File: config.mk
export PLATFORM = sky130hd
export DESIGN_NAME = score_head_scheduler_flat
export DESIGN_NICKNAME = d
export VERILOG_FILES = /design/src/rtl/score_sched_pkg.sv /design/src/rtl/score_head_scheduler_if.sv /design/src/rtl/score_addr_xlate.sv /design/src/rtl/score_head_scheduler.sv /design/src/flat_wrapper.sv
export SDC_FILE = /design/constraint.sdc
export NUM_CORES = 1
export LEC_CHECK = 0
export ABC_AREA = 0
export ABC_CLOCK_PERIOD_IN_PS = 2100
export BUFFER_PORTS_ARGS = -buffer_cell sky130_fd_sc_hd__buf_2
export CAP_MARGIN = 20
export CORE_ASPECT_RATIO = 1.75
export CORE_MARGIN = 2
export CORE_UTILIZATION = 45
export CTS_CLUSTER_DIAMETER = 80
export DETAILED_ROUTE_END_ITERATION = 10
export PLACE_DENSITY = 0.85
export SYNTH_ARGS = -nofsm -noshare
export SYNTH_HDL_FRONTEND = slang
export SYNTH_SLANG_ARGS = --single-unit
File: constraint.sdc
create_clock -name clk -period 2.1 [get_ports clk]
set_input_delay 0.21 -clock clk [delete_from_list [all_inputs] [get_ports clk]]
set_output_delay 0.21 -clock clk [all_outputs]
set_load 0.005 [all_outputs]
File: src/rtl/score_sched_pkg.sv
// Shared types and constants for the multi-head score scheduler.
package score_sched_pkg;

   localparam int SCORES_PER_HEAD = 16;
   localparam int ENG_AW          = 7;

   typedef enum logic [2:0] {
      IDLE,
      START,
      WAIT_DONE,
      RD_ISSUE,
      RD_WAIT,
      OUT_HOLD,
      FINISH
   } sched_state_e;

endpackage

File: src/rtl/score_head_scheduler_if.sv
// Command, engine-side and score-stream signals of the head scheduler.
// slave = scheduler side, master = host/engine/sink side.
interface score_head_scheduler_if #(
   parameter int HEAD_W = 3,
   parameter int MEM_AW = 10
);
   import score_sched_pkg::*;

   logic              cmd_valid;
   logic              cmd_ready;
   logic [HEAD_W:0]   cmd_num_heads;
   logic [MEM_AW-1:0] cmd_base;

   logic              eng_start;
   logic              eng_busy;
   logic              eng_done;
   logic [ENG_AW-1:0] eng_q_addr;
   logic [ENG_AW-1:0] eng_k_addr;
   logic [MEM_AW-1:0] q_mem_addr;
   logic [MEM_AW-1:0] k_mem_addr;
   logic [3:0]        score_rd_addr;
   logic              score_rd_en;
   logic [31:0]       score_rd_data;

   logic              out_valid;
   logic              out_ready;
   logic [31:0]       out_data;
   logic [HEAD_W-1:0] out_head;
   logic [3:0]        out_idx;
   logic              out_last;

   logic              sched_busy;
   logic              sched_done;
   logic              err_timeout;

   modport master (
      output cmd_valid, cmd_num_heads, cmd_base,
      output eng_busy, eng_done, eng_q_addr, eng_k_addr, score_rd_data,
      output out_ready,
      input  cmd_ready, eng_start, q_mem_addr, k_mem_addr, score_rd_addr, score_rd_en,
      input  out_valid, out_data, out_head, out_idx, out_last,
      input  sched_busy, sched_done, err_timeout
   );

   modport slave (
      input  cmd_valid, cmd_num_heads, cmd_base,
      input  eng_busy, eng_done, eng_q_addr, eng_k_addr, score_rd_data,
      input  out_ready,
      output cmd_ready, eng_start, q_mem_addr, k_mem_addr, score_rd_addr, score_rd_en,
      output out_valid, out_data, out_head, out_idx, out_last,
      output sched_busy, sched_done, err_timeout
   );

endinterface

File: src/rtl/score_addr_xlate.sv
// Maps an engine-local Q/K address into the active head's region of shared memory.
module score_addr_xlate
   import score_sched_pkg::*;
#(
   parameter int HEAD_W      = 3,
   parameter int MEM_AW      = 10,
   parameter int HEAD_STRIDE = 32
) (
   input  logic [MEM_AW-1:0] i_base,
   input  logic [HEAD_W-1:0] i_head,
   input  logic [ENG_AW-1:0] i_eng_addr,
   output logic [MEM_AW-1:0] o_mem_addr
);

   localparam logic [MEM_AW-1:0] STRIDE = MEM_AW'(HEAD_STRIDE);

   logic [MEM_AW-1:0] w_head_off;

   // All terms are MEM_AW wide so the sum wraps modulo 2^MEM_AW.
   assign w_head_off = MEM_AW'(i_head) * STRIDE;
   assign o_mem_addr = i_base + w_head_off + MEM_AW'(i_eng_addr);

endmodule

File: src/rtl/score_head_scheduler.sv
// Runs the 4x4 score engine once per head and streams its 16 scores per head.
//
// state     | meaning
// IDLE      | cmd_ready high, waiting for a command
// START     | wait for engine idle, then one-cycle eng_start
// WAIT_DONE | wait for eng_done, timeout down-counter running
// RD_ISSUE  | drive score read address/enable
// RD_WAIT   | capture read data into the output register
// OUT_HOLD  | hold the beat until out_ready
// FINISH    | end of command, sched_done follows
module score_head_scheduler
   import score_sched_pkg::*;
#(
   parameter int MAX_HEADS   = 8,
   parameter int HEAD_W      = 3,
   parameter int MEM_AW      = 10,
   parameter int HEAD_STRIDE = 32,
   parameter int TIMEOUT_CYC = 4096
) (
   input  logic                  clk,
   input  logic                  rst,
   score_head_scheduler_if.slave bus
);

   localparam int               TMR_W    = $clog2(TIMEOUT_CYC + 1);
   localparam logic [TMR_W-1:0] TMR_LOAD = TMR_W'(TIMEOUT_CYC - 1);
   localparam logic [HEAD_W:0]  MAX_NUM  = (HEAD_W+1)'(MAX_HEADS);
   localparam logic [3:0]       LAST_IDX = 4'(SCORES_PER_HEAD - 1);

   sched_state_e      r_state;
   sched_state_e      w_next;

   logic [HEAD_W:0]   r_num;
   logic [MEM_AW-1:0] r_base;
   logic [HEAD_W-1:0] r_head;
   logic [3:0]        r_idx;
   logic [TMR_W-1:0]  r_tmr;
   logic [31:0]       r_out_data;
   logic              r_out_valid;
   logic              r_busy;
   logic              r_done;
   logic              r_err;

   logic              w_accept;
   logic              w_start;
   logic              w_hs;
   logic              w_idx_last;
   logic              w_head_last;
   logic              w_tmr_expire;
   logic              w_rd_en;
   logic [HEAD_W:0]   w_num_sat;

   assign w_num_sat    = (bus.cmd_num_heads > MAX_NUM) ? MAX_NUM : bus.cmd_num_heads;
   assign w_hs         = r_out_valid && bus.out_ready;
   assign w_idx_last   = (r_idx == LAST_IDX);
   assign w_head_last  = (({1'b0, r_head} + (HEAD_W+1)'(1)) == r_num);
   assign w_tmr_expire = (r_tmr == TMR_W'(1));
   assign w_rd_en      = (r_state == RD_ISSUE);

   always_ff @(posedge clk) begin
      if (rst) r_state <= IDLE;
      else     r_state <= w_next;
   end

   always_comb begin
      w_next   = r_state;
      w_accept = 1'b0;
      w_start  = 1'b0;
      unique case (r_state)
         IDLE: begin
            if (bus.cmd_valid) begin
               w_accept = 1'b1;
               w_next   = (bus.cmd_num_heads == '0) ? FINISH : START;
            end
         end
         START: begin
            // Entered only from IDLE or OUT_HOLD, so eng_start is always preceded by a low cycle.
            if (!bus.eng_busy) begin
               w_start = 1'b1;
               w_next  = WAIT_DONE;
            end
         end
         WAIT_DONE: begin
            if (bus.eng_done)      w_next = RD_ISSUE;
            else if (w_tmr_expire) w_next = FINISH;
         end
         RD_ISSUE: w_next = RD_WAIT;
         RD_WAIT:  w_next = OUT_HOLD;
         OUT_HOLD: begin
            if (w_hs) begin
               if (!w_idx_last)       w_next = RD_ISSUE;
               else if (!w_head_last) w_next = START;
               else                   w_next = FINISH;
            end
         end
         FINISH:  w_next = IDLE;
         default: w_next = IDLE;
      endcase
   end

   always_ff @(posedge clk) begin
      if (rst) begin
         r_num       <= '0;
         r_base      <= '0;
         r_head      <= '0;
         r_idx       <= '0;
         r_tmr       <= '0;
         r_out_data  <= '0;
         r_out_valid <= 1'b0;
         r_busy      <= 1'b0;
         r_done      <= 1'b0;
         r_err       <= 1'b0;
      end else begin
         r_done <= (r_state == FINISH);
         if (w_accept) begin
            r_num  <= w_num_sat;
            r_base <= bus.cmd_base;
            r_head <= '0;
            r_idx  <= '0;
            r_err  <= 1'b0;
            r_busy <= 1'b1;
         end
         if (w_start) begin
            r_tmr <= TMR_LOAD;
         end else if (r_state == WAIT_DONE && r_tmr != '0) begin
            r_tmr <= r_tmr - TMR_W'(1);
         end
         if (r_state == WAIT_DONE) begin
            if (bus.eng_done)      r_idx <= '0;
            else if (w_tmr_expire) r_err <= 1'b1;
         end
         if (r_state == RD_WAIT) begin
            r_out_data  <= bus.score_rd_data;
            r_out_valid <= 1'b1;
         end
         if (r_state == OUT_HOLD && w_hs) begin
            r_out_valid <= 1'b0;
            if (!w_idx_last)       r_idx  <= r_idx + 4'd1;
            else if (!w_head_last) r_head <= r_head + HEAD_W'(1);
         end
         if (r_state == FINISH) r_busy <= 1'b0;
      end
   end

   score_addr_xlate #(
      .HEAD_W      (HEAD_W),
      .MEM_AW      (MEM_AW),
      .HEAD_STRIDE (HEAD_STRIDE)
   ) u_q_xlate (
      .i_base     (r_base),
      .i_head     (r_head),
      .i_eng_addr (bus.eng_q_addr),
      .o_mem_addr (bus.q_mem_addr)
   );

   score_addr_xlate #(
      .HEAD_W      (HEAD_W),
      .MEM_AW      (MEM_AW),
      .HEAD_STRIDE (HEAD_STRIDE)
   ) u_k_xlate (
      .i_base     (r_base),
      .i_head     (r_head),
      .i_eng_addr (bus.eng_k_addr),
      .o_mem_addr (bus.k_mem_addr)
   );

   assign bus.cmd_ready     = (r_state == IDLE);
   assign bus.eng_start     = w_start;
   assign bus.score_rd_en   = w_rd_en;
   assign bus.score_rd_addr = w_rd_en ? r_idx : 4'd0;
   assign bus.out_valid     = r_out_valid;
   assign bus.out_data      = r_out_data;
   assign bus.out_head      = r_head;
   assign bus.out_idx       = r_idx;
   assign bus.out_last      = r_out_valid && w_idx_last && w_head_last;
   assign bus.sched_busy    = r_busy;
   assign bus.sched_done    = r_done;
   assign bus.err_timeout   = r_err;

endmodule

File: src/flat_wrapper.sv
// flat-port wrapper written by rule: the top's interface ports become plain ports
module score_head_scheduler_flat import score_sched_pkg::*;
#(
   parameter int MAX_HEADS   = 8,
   parameter int HEAD_W      = 3,
   parameter int MEM_AW      = 10,
   parameter int HEAD_STRIDE = 32,
   parameter int TIMEOUT_CYC = 4096
)
  (clk, rst, bus_cmd_valid, bus_cmd_num_heads, bus_cmd_base, bus_eng_busy, bus_eng_done, bus_eng_q_addr, bus_eng_k_addr, bus_score_rd_data, bus_out_ready, bus_cmd_ready, bus_eng_start, bus_q_mem_addr, bus_k_mem_addr, bus_score_rd_addr, bus_score_rd_en, bus_out_valid, bus_out_data, bus_out_head, bus_out_idx, bus_out_last, bus_sched_busy, bus_sched_done, bus_err_timeout);
  score_head_scheduler_if #(.HEAD_W(HEAD_W), .MEM_AW(MEM_AW)) bus_i ();
  input  logic clk;
  input  logic rst;
  input wire logic [$bits(bus_i.cmd_valid)-1:0] bus_cmd_valid;
  input wire logic [$bits(bus_i.cmd_num_heads)-1:0] bus_cmd_num_heads;
  input wire logic [$bits(bus_i.cmd_base)-1:0] bus_cmd_base;
  input wire logic [$bits(bus_i.eng_busy)-1:0] bus_eng_busy;
  input wire logic [$bits(bus_i.eng_done)-1:0] bus_eng_done;
  input wire logic [$bits(bus_i.eng_q_addr)-1:0] bus_eng_q_addr;
  input wire logic [$bits(bus_i.eng_k_addr)-1:0] bus_eng_k_addr;
  input wire logic [$bits(bus_i.score_rd_data)-1:0] bus_score_rd_data;
  input wire logic [$bits(bus_i.out_ready)-1:0] bus_out_ready;
  output wire logic [$bits(bus_i.cmd_ready)-1:0] bus_cmd_ready;
  output wire logic [$bits(bus_i.eng_start)-1:0] bus_eng_start;
  output wire logic [$bits(bus_i.q_mem_addr)-1:0] bus_q_mem_addr;
  output wire logic [$bits(bus_i.k_mem_addr)-1:0] bus_k_mem_addr;
  output wire logic [$bits(bus_i.score_rd_addr)-1:0] bus_score_rd_addr;
  output wire logic [$bits(bus_i.score_rd_en)-1:0] bus_score_rd_en;
  output wire logic [$bits(bus_i.out_valid)-1:0] bus_out_valid;
  output wire logic [$bits(bus_i.out_data)-1:0] bus_out_data;
  output wire logic [$bits(bus_i.out_head)-1:0] bus_out_head;
  output wire logic [$bits(bus_i.out_idx)-1:0] bus_out_idx;
  output wire logic [$bits(bus_i.out_last)-1:0] bus_out_last;
  output wire logic [$bits(bus_i.sched_busy)-1:0] bus_sched_busy;
  output wire logic [$bits(bus_i.sched_done)-1:0] bus_sched_done;
  output wire logic [$bits(bus_i.err_timeout)-1:0] bus_err_timeout;
  assign bus_i.cmd_valid = bus_cmd_valid;
  assign bus_i.cmd_num_heads = bus_cmd_num_heads;
  assign bus_i.cmd_base = bus_cmd_base;
  assign bus_i.eng_busy = bus_eng_busy;
  assign bus_i.eng_done = bus_eng_done;
  assign bus_i.eng_q_addr = bus_eng_q_addr;
  assign bus_i.eng_k_addr = bus_eng_k_addr;
  assign bus_i.score_rd_data = bus_score_rd_data;
  assign bus_i.out_ready = bus_out_ready;
  assign bus_cmd_ready = bus_i.cmd_ready;
  assign bus_eng_start = bus_i.eng_start;
  assign bus_q_mem_addr = bus_i.q_mem_addr;
  assign bus_k_mem_addr = bus_i.k_mem_addr;
  assign bus_score_rd_addr = bus_i.score_rd_addr;
  assign bus_score_rd_en = bus_i.score_rd_en;
  assign bus_out_valid = bus_i.out_valid;
  assign bus_out_data = bus_i.out_data;
  assign bus_out_head = bus_i.out_head;
  assign bus_out_idx = bus_i.out_idx;
  assign bus_out_last = bus_i.out_last;
  assign bus_sched_busy = bus_i.sched_busy;
  assign bus_sched_done = bus_i.sched_done;
  assign bus_err_timeout = bus_i.err_timeout;
  score_head_scheduler #(.MAX_HEADS(MAX_HEADS), .HEAD_W(HEAD_W), .MEM_AW(MEM_AW), .HEAD_STRIDE(HEAD_STRIDE), .TIMEOUT_CYC(TIMEOUT_CYC)) u_core (.clk(clk), .rst(rst), .bus(bus_i));
endmodule
======== Yosys cells after proc, flatten, opt, wreduce, memory -nomap -nowiden ========
Cells that the tools add are included.
word-level totals
  input bits .............................. 66
  flip-flop bits (word level) ............. 73
  word-level logic and storage cells ...... 76
cells by class
  equality and inequality tests ........... 13
  mux-type cells .......................... 30
  reduce and logical (&&, ||, !) cells .... 13
  order comparisons ....................... 1
  add/subtract/negate cells ............... 7
operators by type and width
  kind                                                 number
  two-way mux 3 bit                                    12
  two-way mux 4 bit                                    7
  two-way mux 12 bit                                   2
  adder 10 x 7 -> 10 bit                               2
  one-hot mux 3 bit (6 select lines)                   1
  == test 13 x 1 -> 1 bit (second input constant)      1
  nonzero test 13 bit                                  1
  subtractor 13 x 1 -> 13 bit (second input constant)  1
  adder 10 x 8 -> 10 bit                               1
  == test 3 bit (second input constant)                3
  two-way mux 1 bit                                    8
  == test 3 x 2 -> 1 bit (second input constant)       2
  OR reduction 2 bit                                   3
  logical AND 1 bit                                    5
  adder 3 x 1 -> 4 bit (second input constant)         1
  adder 4 x 1 -> 4 bit (second input constant)         1
  == test 4 bit                                        1
  == test 4 bit (second input constant)                1
  > comparator 4 bit (second input constant)           1
  logical NOT 4 bit                                    1
  != test 2 bit (second input constant)                2
  AND reduction 4 bit                                  1
  adder 3 x 1 -> 3 bit (second input constant)         1
  == test 3 x 1 -> 1 bit (second input constant)       1
  other kinds (4)                                      4

======== Depth between registers and ports, before layout ========
Gate-level depths: netlist of run 1.
  word-level depth ........................ 7
  depth in mapped cells ................... 7

======== By module ========
From an unflattened synthesis of run 1, not the netlist that was laid out.
unflattened totals
  cell total of the unflattened synthesis .. 503
  area total of the unflattened synthesis .. 4,110.2 um^2
modules (own cells, without submodules)
  module                times used  sequential area each (um^2)  area each (um^2)  cells an instance
  score_head_scheduler  1           1,461.4                      3,171.8           397
  score_addr_xlate      2           0.0                          469.2             53

======== Worst setup path after synthesis of run 1 ========
OpenSTA, ideal clock, no wires.
  path kind ............................... flip-flop to output port
  start point ............................. register u_core.r_head[0], in the netlist u_core.bus.out_head[0]
  end point ............................... output bus_k_mem_addr[9]
  arrival ................................. 2.122 ns
  data required time ...................... 1.890 ns
  slack ................................... -0.232 ns
  stages on the path, launching flop included .. 8
  buffers on the path ..................... 0
  cells stage by stage .................... dfxtp_1 -> ha_1 -> fa_1 -> ha_1 -> or4_1 -> o22ai_1 -> nor2_1 -> xnor2_1
between the ends
  cells in the longest elaborated chain, start to end .. 2
RTL lines
  element                   RTL line                     RTL
  start: declaration        score_head_scheduler.sv:35   logic [HEAD_W-1:0] r_head;
  start signal: assignment  score_head_scheduler.sv:139  else if (!w_head_last) r_head <= r_head + HEAD_W'(1);
  adder 10 x 8 -> 10 bit    score_addr_xlate.sv:21       assign o_mem_addr = i_base + w_head_off + MEM_AW'(i_eng_addr);
  adder 10 x 7 -> 10 bit    score_addr_xlate.sv:21
  end: declaration          flat_wrapper.sv:26           output wire logic [$bits(bus_i.k_mem_addr)-1:0] bus_k_mem_addr;
No other way between the ends.

======== Worst setup path after layout of run 1 ========
  start point ............................. register u_core.r_head[0], in the netlist u_core.bus.out_head[0]
  end point ............................... output bus_q_mem_addr[7]
between the ends
  cells in the longest elaborated chain, start to end .. 2
RTL lines
  element                 RTL line                RTL
  adder 10 x 8 -> 10 bit  score_addr_xlate.sv:21
  adder 10 x 7 -> 10 bit  score_addr_xlate.sv:21
  end: declaration        flat_wrapper.sv:25      output wire logic [$bits(bus_i.q_mem_addr)-1:0] bus_q_mem_addr;
No other way between the ends.

==> run metrics, run 1 <==
status=finished with violations; violated checks=negative setup slack; vias=around 4.2k; layout cells sized above 1=0.364; DRC Markers=0; first-pass GRT wire length=17300 um; mux contribution to synthesized area=0; Yosys Warn Count=0; Post-Synth Adder-Cell Area=0.0855; final core utilization=0.646; Synth Register Bits=73; CTS tree=yes; vias in the first global route=roughly 4.1k; max-slew violations=0; Lkg Pwr=2.41 nW; CP max stage cell=fa_2; crit path time final=2660 ps; Antenna Nets Post-Route=0; Ports=137; root buf cell=clkbuf_16; Hold Path Cell Cnt=3; Syn Nets=583; Die ar.=about 0.0095 mm2; CTS Sinks=73; compound-gate portion of the synthesized area=0.204; Post-Synthesis Cells=492; Fin Hold WS=108 ps; DP HPWL=8310 um; sequential area share after synthesis=0.373; number of CTS-inserted buffers=9; Clock Path Buffers=2; Tot GR Track Use=0.233; mean area per synthesized cell=approximately 8 um2; Crit. End Element=output port; total gr overflow=0; Hold Path End=u_core.bus.out_data[16]; r2r setup slk=60 ps; Final Cell Area=roughly 0.0055 mm2; crit-path max cell delay=approximately 500 ps; core area=0.00856 mm2; HP Start=bus_score_rd_data[16]; Yosys cell types=53; Die Ht=127 um; Vias/cell=5.36; area of the mapped netlist=slightly below 0.004 mm2; ant diodes=0; Layout Area Growth over Synthesis=41.1%; share of the synthesized area in the top cell type=0.373; placed cell area=0.00492 mm2; main combinational cell family by area after synthesis=simple AND/OR/NAND/NOR gates; Max Freq=0.376 GHz; crit path max fanout=2; top_reg_cell synth=dfxtp_1; Multi-input gate area=0.00262 mm2; Setup Skew=9.70 ps; Final Net Count=~750; largest net degree at the start of global routing=38; worst path cell trace=ha_4 -> fa_2 -> ha_4 -> or4_4 -> o22ai_2 -> buf_4 -> xnor2_2 -> buf_2; Total Neg Setup Slack=-4070 ps; initial antenna violation count=0; CP Launch Type=flop; RSZ-0062 raised after global routing=true; Pre-antenna DRT Iters=5; most frequent CP cell=ha_4; # rows=45; Max VDD drop=0.000823 V; Top delay family on crit path=adder cells; simple-gate portion of the synthesized area=0.243; Reg2Reg Launch Point=u_core.bus.out_head[0]; sequential standard cell area=0.00148 mm2; Crit Path Class=reg -> out; Worst Max-Slew Pin Slew=between 600 and 700 ps; worst reg2reg path endpoint=u_core.bus.out_head[1]; top cells by area, synth=dfxtp_1 (37%), nand2_1 (10%), a21oi_1 (9.8%); Clock Latency Late Sink=around 330 ps; Worst-path clk slew=60 ps; Die Width=74.6 um; fillers=716; initial core utilization=0.458; Worst EP arrival=2450 ps; Worst Path Buf+Inv=2; 1st-iter DRT viols=149; number of synthesized flops with an enable pin=0; XOR/XNOR share of the synthesized area=0.0625; Hold/Removal Path Class=in -> reg; final worst slack=-557 ps; DRT Wirelength=~11000 um; Avg WL per Cell=14.5 um; htree depth=3; required time worst endpoint=1890 ps; GPL Wtd Cong=around 0.9; max-cap check violation count=0; worst rel slew slack=0.535; Hold Vio Cnt, Final=0; I/O Buffers=roughly 140; FFs w/ async S/R, synth=0; Pwr Density=1050 mW/mm2; Yosys top cell by area=dfxtp_1; fin crit share=1.27; # setup viols final=11; worst reg-to-reg path cell count=10
## report_power, final
part / switching (W) / internal [W] / leakage, nW
Clock: 0.000600 / 0.000843 / 0.132
Sequential: 0.000264 / 0.00162 / 0.596
Combinational: 0.00131 / 0.00118 / 1.68
Total: 0.00218 / 0.00364 / 2.41
## cells by family after synthesis
logic type	Yosys count
fa+ha+maj	25
compound gates	134
flops	73
xor+xnor	28
buf+inv	33
simple gates	199
## registers in the layout (all words and copies together) (netlist names)
register / flops
u_core.bus.out_data: 32
u_core.bus.sched_done: 1
u_core.r_num: 4
u_core.r_state: 3
u_core.bus.out_valid: 1
u_core.bus.sched_busy: 1
u_core.r_tmr: 13
u_core.bus.err_timeout: 1
u_core.r_base: 10
u_core.bus.out_idx: 4
u_core.bus.out_head: 3
## metrics by stage
| stage | instances | worst slack [ps] | total power, W |
|---|---|---|---|
| 2_1_floorplan | 492 | -85.3 | 0.00335 |
| 3_3_place_gp | 753 | -185 | 0.00407 |
| 3_5_place_dp | 753 | -224 | 0.00418 |
| 4_1_cts | 775 | -556 | 0.00577 |
| 5_1_grt | 776 | -623 | 0.00620 |
| 6_report | 776 | -557 | 0.00582 |
## worst reg2reg max path: stages, from the launching register on
cell      delay [ps]
dfxtp_4          350
buf_4            130
buf_6            110
ha_4             230
xor2_1           140
a211o_1          260
buf_4            150
o211ai_1         190
buf_4            170
nand3_1           70
a21oi_1          160
## per-layer routing
| layer | routed length [um] | track usage | up-vias |
|---|---|---|---|
| met1 | 3870 | 0.211 | 1918 |
| li1 | - | - | 2041 |
| met3 | 779 | 0.0544 | 29 |
| met4 | 292 | 0.107 | 0 |
| met5 | 0 | 0 | - |
| met2 | 6300 | 0.457 | 169 |
## area by class of cell
class / instances / share of cell area
Sequential cell: 73 / 0.267
Multi-Input combinational cell: 386 / 0.473
Clock inverter: 6 / 0.00882
Tap cell: 117 / 0.0265
Clock buffer: 10 / 0.0432
Timing Repair Buffer: 172 / 0.174
Inverter: 12 / 0.00814
## how the worst max path moves through the flow
stage | slack, ps | to | depth (start not counted) | from
floorplan | -90 | bus_q_mem_addr[9] | 7 | u_core.bus.out_head[0]
global placement | -190 | bus_q_mem_addr[7] | 8 | u_core.bus.out_head[0]
detailed placement | -220 | bus_q_mem_addr[7] | 8 | u_core.r_base[5]
CTS | -560 | bus_q_mem_addr[7] | 8 | u_core.bus.out_head[0]
global route | -620 | bus_q_mem_addr[7] | 8 | u_core.bus.out_head[0]
finish | -560 | bus_q_mem_addr[7] | 8 | u_core.bus.out_head[0]
## cells in the mapped netlist (all sizes together) (9+ instances only)
cell,number
clkbuf,20
nand2,107
nand2b,9
dfxtp,73
inv,12
o21ai,13
ha,22
nor3,13
xor2,13
a21oi,77
xnor2,15
nor2,25
## cells in the final DEF, fill, tap and decap left out, drive strengths merged, types with 3 or more instances in the layout
cell type    n
nor2b        5
fa           3
a211oi       8
and3         7
dfxtp       73
nand3        8
or4          3
xnor2       15
nor2        25
clkinvlp     3
nor3        13
o22ai        6
buf        172
nand2b       9
a21oi       77
a21o         4
a31oi        5
xor2        13
nand3b       7
clkbuf      10
o21a         6
o21ai       13
inv         15
nand2      107
nor4         5
ha          22
## what timing repair did
item	CTS	global route
endpoints found under the setup margin	15	16
pin swaps	23	10
buffers inserted	7	2
endpoints found under the hold margin	0	0
hold buffers	0	0
gates resized for setup	42	11
No activity file was read; power rests on OpenSTA's default activity.
==> run 2, diff against run 1 <==
--- a/config.mk
+++ b/config.mk
@@ -5,16 +5,16 @@
 export SDC_FILE = /design/constraint.sdc
 export NUM_CORES = 1
 export LEC_CHECK = 0
-export ABC_AREA = 0
+export ABC_AREA = 1
 export ABC_CLOCK_PERIOD_IN_PS = 2100
 export BUFFER_PORTS_ARGS = -buffer_cell sky130_fd_sc_hd__buf_2
 export CAP_MARGIN = 20
 export CORE_ASPECT_RATIO = 1.75
 export CORE_MARGIN = 2
-export CORE_UTILIZATION = 45
+export CORE_UTILIZATION = 46
 export CTS_CLUSTER_DIAMETER = 80
 export DETAILED_ROUTE_END_ITERATION = 10
-export PLACE_DENSITY = 0.85
+export PLACE_DENSITY = 0.86
 export SYNTH_ARGS = -nofsm -noshare
 export SYNTH_HDL_FRONTEND = slang
 export SYNTH_SLANG_ARGS = --single-unit
==> run metrics, run 2 <==
vias=4403 (was 4157); ant diodes=0 (unchanged); GPL Wtd Cong=0.890 (was 0.877); post-route insts no fill=843 (was 776); placed cell count=825 (was 753); Die Width=75.0 um (was 74.6 um); HP Start=bus_cmd_base[2] (was bus_score_rd_data[16]); # rows=45 (unchanged); Max VDD drop=0.000837 V (was 0.000823 V); CTS Sinks=73 (unchanged); top_reg_cell synth=dfxtp_1 (unchanged); hold buffer count at CTS=0 (unchanged); Yosys top cell by area=dfxtp_1 (unchanged); RSZ-0062 raised after global routing=true (unchanged); crit path max fanout=4 (was 2); Pre-antenna DRT Iters=5 (unchanged); Worst Path Buf+Inv=2 (unchanged); # setup viols final=8 (was 11); leading cell types in the layout, fill and taps excluded=buf_2 (136), nand2_1 (105), nor2_1 (105), dfxtp_1 (69), o21ai_0 (46) (was buf_2 (136), nand2_1 (106), a21oi_1 (73), dfxtp_1 (68), buf_4 (33)); Final Net Count=813 (was 745); Synth Register Bits=73 (unchanged); status=finished with violations (unchanged); Worst-path clk slew=60 ps (about the same); Clock Latency Late Sink=330 ps (about the same); Pwr Density=1230 mW/mm2 (was 1050 mW/mm2); core area=0.00861 mm2 (was 0.00856 mm2); Hold/Removal Path Class=in -> reg (unchanged); max-cap check violation count=0 (unchanged); Crit. End Element=output port (unchanged); Ports=137 (unchanged); I/O Buffers=136 (unchanged); Hold Path Cell Cnt=3 (unchanged); count leader, synth=nand2_1 (unchanged); Yosys cell types=34 (was 53); htree depth=3 (unchanged); crit-path max cell delay=630 ps (was 500 ps); fin crit share=1.30 (was 1.27); worst reg-to-reg path cell count=12 (was 10); number of synthesized flops with an enable pin=0 (unchanged); commonest non-fill, non-tap cell in the layout=buf_2 (unchanged); Die Ht=128 um (was 127 um); Lkg Pwr=2.63 nW (was 2.41 nW); r2r setup slk=260 ps (was 60 ps); mean area per synthesized cell=7.03 um2 (was 7.97 um2); number of CTS-inserted buffers=9 (unchanged); Clock Path Buffers=2 (unchanged); initial antenna violation count=0 (unchanged); worst reg2reg path endpoint=u_core.bus.out_head[2] (was u_core.bus.out_head[1]); final worst slack=-640 ps (was -557 ps); worst path cell trace=ha_4 -> fa_2 -> ha_4 -> a21oi_2 -> o211ai_1 -> buf_4 -> nand2_1 -> xor2_1 -> buf_2 (was ha_4 -> fa_2 -> ha_4 -> or4_4 -> o22ai_2 -> buf_4 -> xnor2_2 -> buf_2); 1st-iter DRT viols=234 (was 149); first-pass GRT wire length=18500 um (was 17300 um); Fin Hold WS=119 ps (was 108 ps); Layout Area Growth over Synthesis=34.1% (was 41.1%); total gr overflow=0 (unchanged); Hold Vio Cnt, Final=0 (unchanged); Yosys Warn Count=0 (unchanged); Max Used Layer=met4 (unchanged); wire length on met3=840 um (was 779 um); largest net degree at the start of global routing=34 (was 38); most frequent CP cell=ha_4 (unchanged); worst rel slew slack=0.685 (was 0.535); Vias/cell=5.22 (was 5.36); Tot GR Track Use=0.248 (was 0.233); Worst EP arrival=2530 ps (was 2450 ps); vias in the first global route=4381 (was 4147); Top delay family on crit path=adder cells (unchanged); FFs w/ async S/R, synth=0 (unchanged); fillers=747 (was 716); Setup Skew=3.21 ps (was 9.70 ps); CTS tree=yes (unchanged); Worst Max-Slew Pin Slew=469 ps (was 698 ps); routed wl met2=6220 um (was 6300 um); Avg WL per Cell=13.7 um (was 14.5 um); Hold Path End=u_core.r_base[2] (was u_core.bus.out_data[16]); share of the synthesized area in the top cell type=0.360 (was 0.373); max FFs per register=32 (unchanged); Multi-input gate area=0.00247 mm2 (was 0.00262 mm2); Critical Path Stages=9 (was 8); DP HPWL=8720 um (was 8310 um); max-slew violations=0 (unchanged); Syn Nets=668 (was 583); Crit Path Class=reg -> out (unchanged); area of the mapped netlist=0.00406 mm2 (was 0.00392 mm2); M1 wire length=4000 um (was 3870 um); DRT Wirelength=11600 um (was 11200 um); Antenna Nets Post-Route=0 (unchanged); initial core utilization=0.471 (was 0.458); Die ar.=0.00962 mm2 (was 0.00951 mm2); layout cells sized above 1=0.292 (was 0.364); sequential standard cell area=0.00147 mm2 (was 0.00148 mm2); top cells by area, synth=dfxtp_1 (36%), nand2_1 (10%), nor2_1 (10%) (was dfxtp_1 (37%), nand2_1 (10%), a21oi_1 (9.8%)); root buf cell=clkbuf_16 (unchanged); top cells by count, synth=nand2_1 (110), nor2_1 (109), dfxtp_1 (73), a21oi_1 (50) (was nand2_1 (107), a21oi_1 (77), dfxtp_1 (73), nor2_1 (25), ha_1 (22)); Max Freq=0.365 GHz (was 0.376 GHz); required time worst endpoint=1890 ps (about the same); crit path time final=2740 ps (was 2660 ps); Reg2Reg Launch Point=u_core.bus.out_head[0] (unchanged); CP Launch Type=flop (unchanged); DRC Markers=0 (unchanged); CP max stage cell=fa_2 (unchanged); sequential area share after synthesis=0.360 (was 0.373); violated checks=negative setup slack (unchanged); Post-Synthesis Cells=577 (was 492)
## run 2: changes by cell type in the layout (fill, tap and decap cells not counted), moves of 8 or more
cell and delta:
o21ai_0 +38, nand2b_1 -9, nor2_1 +83, xnor2_1 -8, nand3_1 +18, inv_1 +33
nand4_1 +11, buf_4 -19, a21oi_1 -28, xor2_1 +8
## run 2: kinds of logic (layout without fill, tap and decap cells)
group,count (synthesis),after routing,synth area share
buffers and inverters,66,215,0.0672
XOR/XNOR,26,26,0.0580
AO/OA/AOI/OAI,107,107,0.139
AND/OR/NAND/NOR,280,280,0.293
flip-flops,73,73,0.360
adder cells (fa/ha/maj),25,25,0.0826
## run 2: metrics by stage
step	total power, W	instance area, um2	utilization	setup slack (ps)	setup TNS (ps)
after floorplan	0.00391	4100	-	15.8	0
after global placement	0.00455	4930	0.573	-114	-275
after detailed placement	0.00471	4930	0.573	-232	-797
after CTS	0.00668	5380	0.624	-550	-3150
after global routing	0.00720	5440	0.632	-703	-4310
final	0.00670	5440	0.632	-640	-3680
## run 2: report_power, final
group	switching [W]	total [W]	internal (W)	leakage, nW
sequential	0.000232	0.00191	0.00168	0.595
combinational	0.00173	0.00292	0.00119	1.86
clock	0.000568	0.00187	0.00131	0.175
## run 2: how the worst max path moves through the flow
stage                           startpoint  slack (ps)                 to
floorplan           u_core.bus.out_head[0]          20  bus_k_mem_addr[9]
global placement    u_core.bus.out_head[0]        -110  bus_k_mem_addr[9]
detailed placement  u_core.bus.out_head[0]        -230  bus_k_mem_addr[9]
CTS                       u_core.r_base[5]        -550  bus_k_mem_addr[9]
global route        u_core.bus.out_head[0]        -700  bus_k_mem_addr[9]
finish              u_core.bus.out_head[0]        -640  bus_k_mem_addr[9]
## run 2: tightest hold or removal path, cell delays in order
cell     delay [ps]
buf_2           100
nand2_1          60
a21oi_1          50
## run 2: routing by layer
metal | global-route usage | vias up
met2 | 0.453 | 168
li1 | - | 2177
met5 | 0 | -
met3 | 0.0896 | 40
met4 | 0.165 | 0
met1 | 0.213 | 2018
## run 2: area by class of cell
cell class,instances,area share
clock buffers,10,0.0439
clock inverters,5,0.0234
inverters,48,0.0331
multi-input cells,438,0.454
flip-flops and latches,73,0.270
well taps,117,0.0269
repair buffers,152,0.149
## run 2: timing repair
action | in CTS | in global routing
buffers inserted | 0 | 4
pin swaps | 12 | 8
hold endpoints to repair | 0 | 0
gates resized for setup | 21 | 11
endpoints found under the setup margin | 10 | 11
